File: src/rtl/psk_symbol_mapper.sv
// psk_symbol_mapper
//   Takes one N-bit codeword over a valid/ready handshake. It serialises the
//   codeword MSB-first into BPSK (1 bit/symbol) or QPSK (2 bits/symbol)
//   symbols. Optional Flag inversion and differential encoding are applied.
//   Symbols are emitted as signed I/Q amplitudes, and the downstream side
//   can apply backpressure.
//
// Ports
//   CLK       rising-edge clock
//   RSTn      synchronous, active-low reset
//   DataIn    codeword, bit N-1 goes out first
//   InValid   DataIn/Mode/Diff/Flag valid
//   InReady   block can accept a codeword (registered)
//   Mode      0 = BPSK, 1 = QPSK
//   Diff      1 = differential encoding
//   Flag      1 = invert every data bit
//   SymI      signed in-phase amplitude (0 when no symbol is presented)
//   SymQ      signed quadrature amplitude (0 in BPSK or when idle)
//   SymValid  symbol outputs valid
//   SymReady  downstream accepts the current symbol
//   SymLast   current symbol is the last of the codeword
//   Busy      a codeword is being serialised
module psk_symbol_mapper #(
  parameter int N     = 12,
  parameter int AMP_W = 8,
  parameter int AMP   = 127
) (
  input  logic                    CLK,
  input  logic                    RSTn,
  input  logic [N-1:0]            DataIn,
  input  logic                    InValid,
  output logic                    InReady,
  input  logic                    Mode,
  input  logic                    Diff,
  input  logic                    Flag,
  output logic signed [AMP_W-1:0] SymI,
  output logic signed [AMP_W-1:0] SymQ,
  output logic                    SymValid,
  input  logic                    SymReady,
  output logic                    SymLast,
  output logic                    Busy
);

  localparam int CNT_W = $clog2(N + 1);

  localparam logic [0:0] IDLE = 1'b0;
  localparam logic [0:0] SEND = 1'b1;

  localparam logic signed [AMP_W-1:0] POS = AMP_W'(AMP);
  localparam logic signed [AMP_W-1:0] NEG = AMP_W'(-AMP);

  // Index of the final symbol; the counter runs down to zero.
  localparam logic [CNT_W-1:0] LAST_B = CNT_W'(N - 1);
  localparam logic [CNT_W-1:0] LAST_Q = CNT_W'((N + 1) / 2 - 1);

  logic [0:0]             state_reg;
  logic                   in_ready_reg;
  logic                   mode_reg;
  logic                   diff_reg;
  logic                   flag_reg;
  // The current symbol's bit(s) are held at the top of the register. One
  // extra zero bit at the bottom supplies the QPSK pad for odd N.
  logic [N:0]             bits_reg;
  logic [CNT_W-1:0]       cnt_reg;
  logic                   ref_i_reg;
  logic                   ref_q_reg;
  // Differential outputs of the symbol currently presented. They become the
  // new references when that symbol is accepted.
  logic                   d_i_reg;
  logic                   d_q_reg;
  logic signed [AMP_W-1:0] sym_i_reg;
  logic signed [AMP_W-1:0] sym_q_reg;
  logic                   sym_last_reg;

  logic [N:0]             src_bits_next;
  logic                   src_mode_next;
  logic                   src_diff_next;
  logic                   src_flag_next;
  logic                   src_ref_i_next;
  logic                   src_ref_q_next;
  logic                   d_i_next;
  logic                   d_q_next;
  logic signed [AMP_W-1:0] sym_i_next;
  logic signed [AMP_W-1:0] sym_q_next;
  logic [CNT_W-1:0]       init_cnt_next;

  // Compute the symbol to present next. In IDLE this is the first symbol of
  // the incoming word. In SEND it is the symbol after the one now on the
  // outputs, and it uses the references as they stand after that symbol is
  // accepted.
  always_comb begin
    src_bits_next  = {DataIn, 1'b0};
    src_mode_next  = Mode;
    src_diff_next  = Diff;
    src_flag_next  = Flag;
    src_ref_i_next = ref_i_reg;
    src_ref_q_next = ref_q_reg;
    if (state_reg == SEND) begin
      src_bits_next  = mode_reg ? (bits_reg << 2) : (bits_reg << 1);
      src_mode_next  = mode_reg;
      src_diff_next  = diff_reg;
      src_flag_next  = flag_reg;
      src_ref_i_next = diff_reg ? d_i_reg : ref_i_reg;
      src_ref_q_next = (diff_reg && mode_reg) ? d_q_reg : ref_q_reg;
    end
    d_i_next      = src_bits_next[N]   ^ src_flag_next ^ (src_diff_next & src_ref_i_next);
    d_q_next      = src_bits_next[N-1] ^ src_flag_next ^ (src_diff_next & src_ref_q_next);
    sym_i_next    = d_i_next ? NEG : POS;
    sym_q_next    = src_mode_next ? (d_q_next ? NEG : POS) : '0;
    init_cnt_next = Mode ? LAST_Q : LAST_B;
  end

  always_ff @(posedge CLK) begin
    if (!RSTn) begin
      state_reg    <= IDLE;
      in_ready_reg <= 1'b0;
      mode_reg     <= 1'b0;
      diff_reg     <= 1'b0;
      flag_reg     <= 1'b0;
      bits_reg     <= '0;
      cnt_reg      <= '0;
      ref_i_reg    <= 1'b0;
      ref_q_reg    <= 1'b0;
      d_i_reg      <= 1'b0;
      d_q_reg      <= 1'b0;
      sym_i_reg    <= '0;
      sym_q_reg    <= '0;
      sym_last_reg <= 1'b0;
    end else begin
      case (state_reg)
        IDLE: begin
          in_ready_reg <= 1'b1;
          if (InValid && in_ready_reg) begin
            state_reg    <= SEND;
            in_ready_reg <= 1'b0;
            mode_reg     <= Mode;
            diff_reg     <= Diff;
            flag_reg     <= Flag;
            bits_reg     <= src_bits_next;
            cnt_reg      <= init_cnt_next;
            d_i_reg      <= d_i_next;
            d_q_reg      <= d_q_next;
            sym_i_reg    <= sym_i_next;
            sym_q_reg    <= sym_q_next;
            sym_last_reg <= (init_cnt_next == '0);
          end
        end
        default: begin
          if (SymReady) begin
            if (diff_reg) begin
              ref_i_reg <= d_i_reg;
              if (mode_reg) ref_q_reg <= d_q_reg;
            end
            if (sym_last_reg) begin
              state_reg    <= IDLE;
              in_ready_reg <= 1'b1;
              sym_i_reg    <= '0;
              sym_q_reg    <= '0;
              sym_last_reg <= 1'b0;
            end else begin
              bits_reg     <= src_bits_next;
              cnt_reg      <= cnt_reg - 1'b1;
              d_i_reg      <= d_i_next;
              d_q_reg      <= d_q_next;
              sym_i_reg    <= sym_i_next;
              sym_q_reg    <= sym_q_next;
              sym_last_reg <= (cnt_reg == CNT_W'(1));
            end
          end
        end
      endcase
    end
  end

  assign InReady  = in_ready_reg;
  assign Busy     = (state_reg == SEND);
  assign SymValid = (state_reg == SEND);
  assign SymI     = sym_i_reg;
  assign SymQ     = sym_q_reg;
  assign SymLast  = sym_last_reg;

endmodule

File: config.mk
export PLATFORM = sky130hd
export DESIGN_NAME = psk_symbol_mapper
export DESIGN_NICKNAME = d
export VERILOG_FILES = /design/src/rtl/psk_symbol_mapper.sv
export SDC_FILE = /design/constraint.sdc
export NUM_CORES = 1
export LEC_CHECK = 0
export BUFFER_PORTS_ARGS = -buffer_cell sky130_fd_sc_hd__clkbuf_2
export CORE_MARGIN = 5
export CORE_UTILIZATION = 45
export CTS_BUF_LIST = sky130_fd_sc_hd__clkbuf_8
export DETAILED_ROUTE_END_ITERATION = 16
export PLACE_DENSITY = 0.83
export SLEW_MARGIN = 20
export SYNTH_ARGS = -nofsm -noshare
export SYNTH_HDL_FRONTEND = slang
export SYNTH_SLANG_ARGS = --single-unit
export TNS_END_PERCENT = 1
File: constraint.sdc
create_clock -name CLK -period 1.6 [get_ports CLK]
set_input_delay 0.16 -clock CLK [delete_from_list [all_inputs] [get_ports CLK]]
set_output_delay 0.16 -clock CLK [all_outputs]
set_load 0.005 [all_outputs]
* After elaboration in Yosys (flattened, before gate mapping)
Cells that the tools add are included.
** Cells by class
- Add/subtract/negate cells :: 1
- Multiplexer cells :: 49
- Bitwise logic cells :: 7
- Reduce and logical (&&, ||, !) cells :: 10
- Equal/unequal tests :: 4
** Operators with widths (count)
- 8-bit two-way mux :: 11
- 12-bit two-way mux :: 4
- 1-bit two-way mux :: 27
- 13-bit two-way mux :: 2
- 4-bit two-way mux :: 5
- 2-bit AND reduction :: 4
- 4-bit by 1-bit equality test with 1-bit output, second input constant :: 1
- 4-bit logical NOT :: 1
- 2-bit != test, second input constant :: 2
- 4-bit AND reduction :: 1
- 4-bit by 1-bit subtractor with 4-bit output, second input constant :: 1
- 1-bit bitwise XOR :: 4
- 3-bit AND reduction :: 1
- 1-bit AND :: 2
- 1-bit logical AND :: 2
- 2-bit by 1-bit != test with 1-bit output, second input constant :: 1
- 2-bit nonzero test :: 1
- 1-bit NOT :: 1
** Storage, ports and cells
- Output and inout bits :: 20
- Logic and storage cells :: 85
- Bits of input ports :: 19
- Bits in registers :: 42

* Longest topological paths before layout
Gate-level depths: netlist (run 1).
- Word-level depth :: 10
- Gate-level depth with buffers :: 7
- Depth with buffers taken out :: 6

* Worst setup path before layout (run 1)
No wires, ideal clock.
- Path type :: register to register
- Start :: register mode_reg
- End :: register sym_i_reg[7], in the netlist SymI[7]
- Slack :: 0.084 ns
- Arrival time :: 1.401 ns
- Stages on the path, launching flop included :: 7
- Period minus slack after synthesis :: 1.516 ns
- Required time :: 1.485 ns
- Buffers on the path :: 1
- Setup time :: 0.115 ns
- Path through :: dfxtp_1 buf_6 mux2_4 xnor3_1 mux2i_1 o21ai_0 and2_1
** Between the ends
- Cells in the longest elaborated chain, start to end :: 8
- Elaborated cells on any way between the ends :: 9
- Those cells by class :: mux: 7; bitwise: 2
** RTL lines
- start, declared :: line 58 : logic mode_reg;
- start signal, assigned :: line 136 : mode_reg <= Mode;
- 13-bit two-way mux (*) :: line 99 : src_bits_next = mode_reg ? (bits_reg << 2) : (bits_reg << 1);
- 13-bit two-way mux (*) :: line 98 : if (state_reg == SEND) begin
- 1-bit bitwise XOR (*) (2 in a row) :: line 106 : d_i_next = src_bits_next[N] ^ src_flag_next ^ (src_diff_next & src_ref_i_next);
- 8-bit two-way mux (*) :: line 108 : sym_i_next = d_i_next ? NEG : POS;
- 8-bit two-way mux :: line 154 : if (sym_last_reg) begin
- 8-bit two-way mux :: line 149 : if (SymReady) begin
- 8-bit two-way mux (*) :: line 130 : case (state_reg)
- end signal, assigned :: line 143 : sym_i_reg <= sym_i_next;
- end signal, assigned :: line 165 : sym_i_reg <= sym_i_next;
- end, declared :: line 71 : logic signed [AMP_W-1:0] sym_i_reg;
Mark *: on every way between the ends. The rest lies on a longest branch, timed or not. The select of a mux whose other input is x is not followed.
A chain may end at the register's enable or synchronous reset.

* Worst setup path after layout (run 1)
Same ends and word-level chain as after synthesis.

==> results.tsv, run 1 <==
metric	value	unit
CP Data Required Time	1.78	ns
critical path class	register to register	
DRT iter0 DRCs	64	
Leakage	0.8587	nW
maximum vdd drop	0.0004841	V
fin crit period	1.489	ns
total power	1.927	mW
DRC	0	
Clock Latency Late Sink	0.28	ns
vias	1448	
GR peak layer	met2	
layout cell share with drive strength beyond 1	28.51	%
async set-reset flop share out of synthesis	0	%
Setup crit end kind	register	
Initial DRT Pass Iterations	5	
initial core utilization	47.14	%
Synth Flop Type	dfxtp_1	
Fin Setup TNS	0	ns
DRT antenna net count	0	
worst hold path class	input pin to register	
Fmax	671.4	MHz
initial antenna violation count	0	
io pins	39	
Port Buffers	38	
Synth top cells by count	40 x nand2_1, 31 x dfxtp_1, 17 x a21boi_0	
EDFF count, synth	0	
FP Rows	22	
height of the die	72.39	microns
Setup crit start kind	register	
Cells after Synth	200	
grt ovf	0	
Layout Nets	255	
final hold violation count	0	
vias per inst	5.117	
area of the core region	0.003716	sq mm
outcome	completed	
largest net degree at the start of global routing	33	
Placer Congestion	0.7813	
max reg flops	11	
H-Tree Depth	2	
max incr delay on CP	0.35	ns
vias in the first global route	1433	
WL/cell	12.95	microns
post-CTS setup buffer count	0	
Cell Pwr Density	936.7	mW/mm^2
most common cell in the netlist	nand2_1	
Yosys reg bits	31	
total of max-cap violations	0	
clock sinks	31	
Synth Cell Area	0.001752	sq mm
dpl hpwl	2.772	mm
Max Slew Vio Count	0	
CP cell instances	mux2_4, xnor3_1, mux2i_2, o21ai_1, and2_1	
first-pass GRT wire length	6.423	mm
worst-margin pin slew	0.5327	ns
Synth warnings	0	
clk slew on worst S/H paths	0.06	ns
CP max FO	2	
slew margin rel.	64.49	%
sequential fraction of the synthesis area	35.43	%
CTS max path bufs	2	
Mapped Nets	221	
distinct cell type count after synthesis	41	
CTS tree	done	
GRT met2 Usage	26.49	%
cts bufs inserted	5	
Antenna diodes	0	
met1 usage	18.47	%
fin crit share	93.09	%
post-synth top area share	35.43	%
Yosys top cell by area	dfxtp_1	
CP max stage cell	xnor3_1	
Global Route Usage Sum	15.61	%
Root Buffer	clkbuf_8	
RSZ-0062 raised after global routing	no	
R2R Setup Slk	0.11	ns
M3 GR Usage	5.402	%
Arrival @ worst endpoint	1.67	ns
Routed Wire Length	3.665	mm
Die X	72.39	microns
Layout area overhead	17.43	%
Avg Inst Size Synth	8.758	sq um
die area	0.005240	sq mm
Hold Buf Count CTS	0	
Setup Skew	0.002413	ns
dominant cells by area after synthesis	dfxtp_1 35%, nand2_1 8.6%, mux2i_1 8.0%, a21boi_0 7.3%, buf_4 5.1%	
final setup vio count	0	
-- placed cells by master (no fill, tap or decap), drive strengths merged --
master and n:
o211a 3, ha 2, xnor2 3, nand3b 2, xor2 2, buf 12
dfxtp 31, nor4 2, mux2 1, a21oi 4, and2 1, nor2 8
nand4 1, and3b 2, inv 3, clkbuf 45, o22ai 1, nor2b 7
o21ai 8, nand3 3, mux2i 15, nor3b 1, o21a 1, o211ai 9
a211oi 1, o2bb2ai 1, o31a 1, nand2 41, nand2b 3, a21boi 20
xnor3 1
-- logic make-up after synthesis --
kind of cell	synth area share [%]
AO/OA/AOI/OAI	21.29
multiplexers	9.642
flip-flops	35.43
AND/OR/NAND/NOR	19.21
buffers and inverters	9.215
XOR/XNOR	3.786
adder cells (fa/ha/maj)	1.428
-- metrics by stage --
step / cell area (sq um) / util (%) / std cells / hold slack [ns] / setup WS [ns]
floorplan: 1752 / - / 200 / 0.2926 / 0.08380
global placement: 1951 / 52.49 / 275 / 0.4443 / 0.1118
detailed placement: 1951 / 52.49 / 275 / 0.4550 / 0.07635
CTS: 2051 / 55.19 / 283 / 0.1510 / 0.06612
global route: 2057 / 55.35 / 283 / 0.1721 / 0.00004641
finish: 2057 / 55.35 / 283 / 0.1507 / 0.1106
-- power breakdown --
group | internal (mW) | total, mW | switching [mW] | leakage, nW
logic | 0.188 | 0.381 | 0.193 | 0.549
clock network | 0.386 | 0.667 | 0.281 | 0.0557
registers | 0.829 | 0.879 | 0.0504 | 0.254
total | 1.40 | 1.93 | 0.525 | 0.859
-- worst max-delay path: cells and delay by family (launching register included) --
| kind | cells | cell delay, ns |
|---|---|---|
| AOI/OAI and AO/OA | 1 | 0.07 |
| xor gates and xnor gates | 1 | 0.35 |
| DFF | 1 | 0.33 |
| muxes | 2 | 0.47 |
| and+or+nand+nor | 1 | 0.16 |
-- worst paths after layout --
check                        startpoint                    end  depth (start not counted)
setup / recovery  mode_reg$_SDFFE_PN0P_   SymI[7]$_SDFFE_PN0P_                          5
hold / removal                     Mode  mode_reg$_SDFFE_PN0P_                          3
setup reg to reg  mode_reg$_SDFFE_PN0P_   SymI[7]$_SDFFE_PN0P_                          5
hold reg to reg    SymQ[7]$_SDFFE_PN0P_   SymQ[7]$_SDFFE_PN0P_                          2
-- final cells by class --
type                            count  area (sq um)
Fill cell                         374          1659
Multi-Input combinational cell    144         973.4
Sequential cell                    31         623.1
Timing Repair Buffer               50         292.8
Clock buffer                        7         96.34
Tap cell                           48         60.06
Inverter                            2         7.507
Clock inverter                      1         3.754
-- repair_timing --
action,CTS,global route
setup endpoints to repair,0,3
resized for setup,0,4
hold endpoints to repair,0,0
-- metal layers --
metal  routed length [microns]  vias to the layer above  part of all wire, %
met1                      1645                      656                   45
met3                       246                        6                  6.7
li1                          -                      743                    -
met4                        51                        0                  1.4
met2                      1722                       43                   47
met5                         0                        -                    0
(Power assumes the default switching activity.)
==> run 2, diff against run 1 <==
- ABC_AREA: default -> 1
- RECOVER_POWER: default -> 50
==> results.tsv, run 2 <==
metric	value	unit	change
outcome	completed		
cts bufs inserted	5		unchanged
max incr delay on CP	0.34	ns	about the same
CTS max path bufs	2		unchanged
Initial DRT Pass Iterations	4		-1
Synth Cell Area	0.001780	sq mm	+1.6%
Internal Power	1.430	mW	+2.0%
Mapped Nets	272		+23%
Clk pwr share	32.6	%	-2.0 points
WP buf/inv	3		+3
Setup crit end kind	register		
EDFF count, synth	0		unchanged
DRT antenna net count	0		unchanged
FP Rows	22		unchanged
dominant cells by area after synthesis	dfxtp_1 35%, a21oi_1 9.6%, nand3_1 8.4%, nand2_1 7.0%, o21ai_0 6.5%		
Synth top cells by count	34 x a21oi_1, 33 x nand2_1, 31 x dfxtp_1		
Fin Setup TNS	0	ns	unchanged
H-Tree Depth	2		unchanged
Antenna diodes	0		unchanged
clock sinks	31		unchanged
largest net degree at the start of global routing	25		-24%
Yosys top cell by area	dfxtp_1		
distinct cell type count after synthesis	31		-24%
Setup crit start kind	register		
initial core utilization	47.56	%	+0.42 points
worst-margin pin slew	0.4739	ns	-0.05874 ns
Cells after Synth	251		+26%
post-synth top area share	34.86	%	-0.57 points
Cell Pwr Density	998.2	mW/mm^2	+6.6%
DRT iter0 DRCs	117		+83%
final hold violation count	0		unchanged
CP startpoint	Busy$_SDFF_PN0_		
total of max-cap violations	0		unchanged
critical path class	register to register		
layout cell share with drive strength beyond 1	24.83	%	-3.7 points
Hold Buf Count CTS	0		unchanged
commonest non-fill, non-tap cell in the layout	a21oi_1		
vias	1725		+19%
delay-heaviest family, CP	simple AND/OR/NAND/NOR gates		
Cell Area, Placed	0.001929	sq mm	-1.1%
area of the core region	0.003744	sq mm	+0.74%
max reg flops	11		unchanged
Port Buffers	38		unchanged
most frequent cells in the layout	34 x a21oi_1, 33 x nand2_1, 32 x clkbuf_2		
CP cell instances	buf_12, inv_4, nand3_4, nand2_8, inv_2, nor2_4, nand3_1, a21oi_1		
CP Data Required Time	1.81	ns	+0.03 ns
initial antenna violation count	0		unchanged
Final Instance Area	0.002061	sq mm	+0.18%
sequential fraction of the synthesis area	34.86	%	-0.57 points
Leakage	0.9505	nW	+11%
CTS tree	done		
switch share	30.49	%	+3.3 points
Comb power frac	23.1	%	+3.3 points
Clock Latency Late Sink	0.29	ns	about the same
height of the die	72.90	microns	+0.70%
Arrival @ worst endpoint	1.63	ns	-0.04 ns
hold path start	DataIn[1]		
vias per inst	5.165		+0.94%
slew margin rel.	68.37	%	+3.9 points
first-pass GRT wire length	6.486	mm	+0.98%
Root Buffer	clkbuf_8		
# fillers	373		-0.27%
Placer Congestion	0.9264		+19%
grt ovf	0		unchanged
DRC	0		unchanged
CP max stage cell	dfxtp_1		
Layout Nets	306		+20%
reg2reg start	Busy$_SDFF_PN0_		
Layout area overhead	15.74	%	
Avg Inst Size Synth	7.093	sq um	-19%
async set-reset flop share out of synthesis	0	%	unchanged
io pins	39		unchanged
Synth warnings	0		unchanged
sequential share of power	44.3	%	-1.3 points
maximum vdd drop	0.0005199	V	+7.4%
total power	2.057	mW	+6.8%
Post-Synth XOR/XNOR Area	0.4919	%	-3.3 points
Compound-Gate Fraction of Synth Area	20.31	%	-0.98 points
Routed Wire Length	4.087	mm	+12%
Synth Flop Type	dfxtp_1		
dpl hpwl	3.031	mm	+9.3%
Setup Skew	0.007146	ns	+0.004733 ns
combinational family with the most area after synthesis	simple AND/OR/NAND/NOR gates		
final core utilization	55.05	%	-0.31 points
CP max FO	24		+22
Post-Synth Adder-Cell Area	1.405	%	-0.023 points
fin crit share	88.47	%	-4.6 points
final setup vio count	0		unchanged
most common cell in the netlist	a21oi_1		
Die X	72.90	microns	+0.70%
Sw Pwr	627.3	uW	+20%
Max Slew Vio Count	0		unchanged
worst hold path class	input pin to register		
clk slew on worst S/H paths	0.06	ns	about the same
post-synthesis simple-gate area fraction	28.18	%	+9.0 points
Yosys reg bits	31		unchanged
Min Hold Slack	0.1259	ns	-0.02474 ns
WL/cell	12.24	microns	-5.5%
die area	0.005314	sq mm	+1.4%
Fmax	706.5	MHz	+5.2%
fin crit period	1.416	ns	-0.07388 ns
RSZ-0062 raised after global routing	no		
mux contribution to synthesized area	0	%	-9.6 points
vias in the first global route	1486		+3.7%
Global Route Usage Sum	15.81	%	+0.19 points
-- run 2: changes by cell type after synthesis, sizes merged, moves of 7 or more --
cell / change
a21oi: +31
nand3: +30
inv: +23
a21boi: -20
o21ai: +17
mux2i: -15
nor2: +13
nor2b: -7
o211ai: -7
-- run 2: cell families after synthesis --
family | after synthesis
xor gates and xnor gates | 1
DFF | 31
adders and majority gates | 2
and+or+nand+nor | 102
AOI/OAI and AO/OA | 68
buffers and inverters | 47
-- run 2: metal layers --
layer,global-route usage (%),share of wire [%],wire [microns],vias up
met5,0,0,0,-
met4,6.148,1.7,68,0
met3,5.785,7.3,300,7
met2,24.75,46,1891,45
met1,19.67,45,1826,774
li1,-,-,-,899
-- run 2: cell type report --
class / instances / area (sq um) / area share, %
sequential: 31 / 620.6 / 30.12
timing repair buffer: 49 / 277.8 / 13.48
clock inverter: 1 / 3.754 / 0.1821
clock buffer: 7 / 96.34 / 4.675
tap: 48 / 60.06 / 2.914
inverter: 25 / 96.34 / 4.675
multi-input combinational: 173 / 905.9 / 43.96
-- run 2: what timing repair did --
| item | in CTS | in global routing |
|---|---|---|
| gates resized for setup | 0 | 1 |
| setup endpoints to repair | 0 | 3 |
| hold endpoints to repair | 0 | 0 |
| setup buffers | 0 | 4 |
-- run 2: worst min-delay path, delay by kind of cell --
kind,cells,cell delay [ns]
AO/OA/AOI/OAI,1,0.07
buffers and inverters,1,0.08
AND/OR/NAND/NOR,1,0.06
-- run 2: worst paths after layout --
path / cells past startpoint / slack [ns] / to
worst max-delay path: 8 / 0.18 / SymQ[7]$_SDFFE_PN0P_
worst min-delay path: 3 / 0.13 / bits_reg[2]$_SDFFE_PN0P_
worst max register to register: 8 / 0.18 / SymQ[7]$_SDFFE_PN0P_
worst min register to register: 2 / 0.46 / SymI[7]$_SDFFE_PN0P_
-- run 2: power by group through the flow --
stage          clock network (mW)  registers [mW]  logic [mW]
2_1_floorplan                   0           0.913       0.355
4_1_cts                     0.679           0.910       0.459
5_1_grt                     0.725           0.919       0.537
3_5_place_dp                    0           0.926       0.457
3_3_place_gp                    0           0.925       0.447
6_report                    0.670           0.911       0.476
-- run 2: metrics by stage --
stage / setup WS (ns) / instances
after floorplan: 0.3468 / 251
after global placement: 0.1958 / 322
after detailed placement: 0.1068 / 322
after CTS: 0.08721 / 330
after global routing: 0.02236 / 334
final: 0.1845 / 334
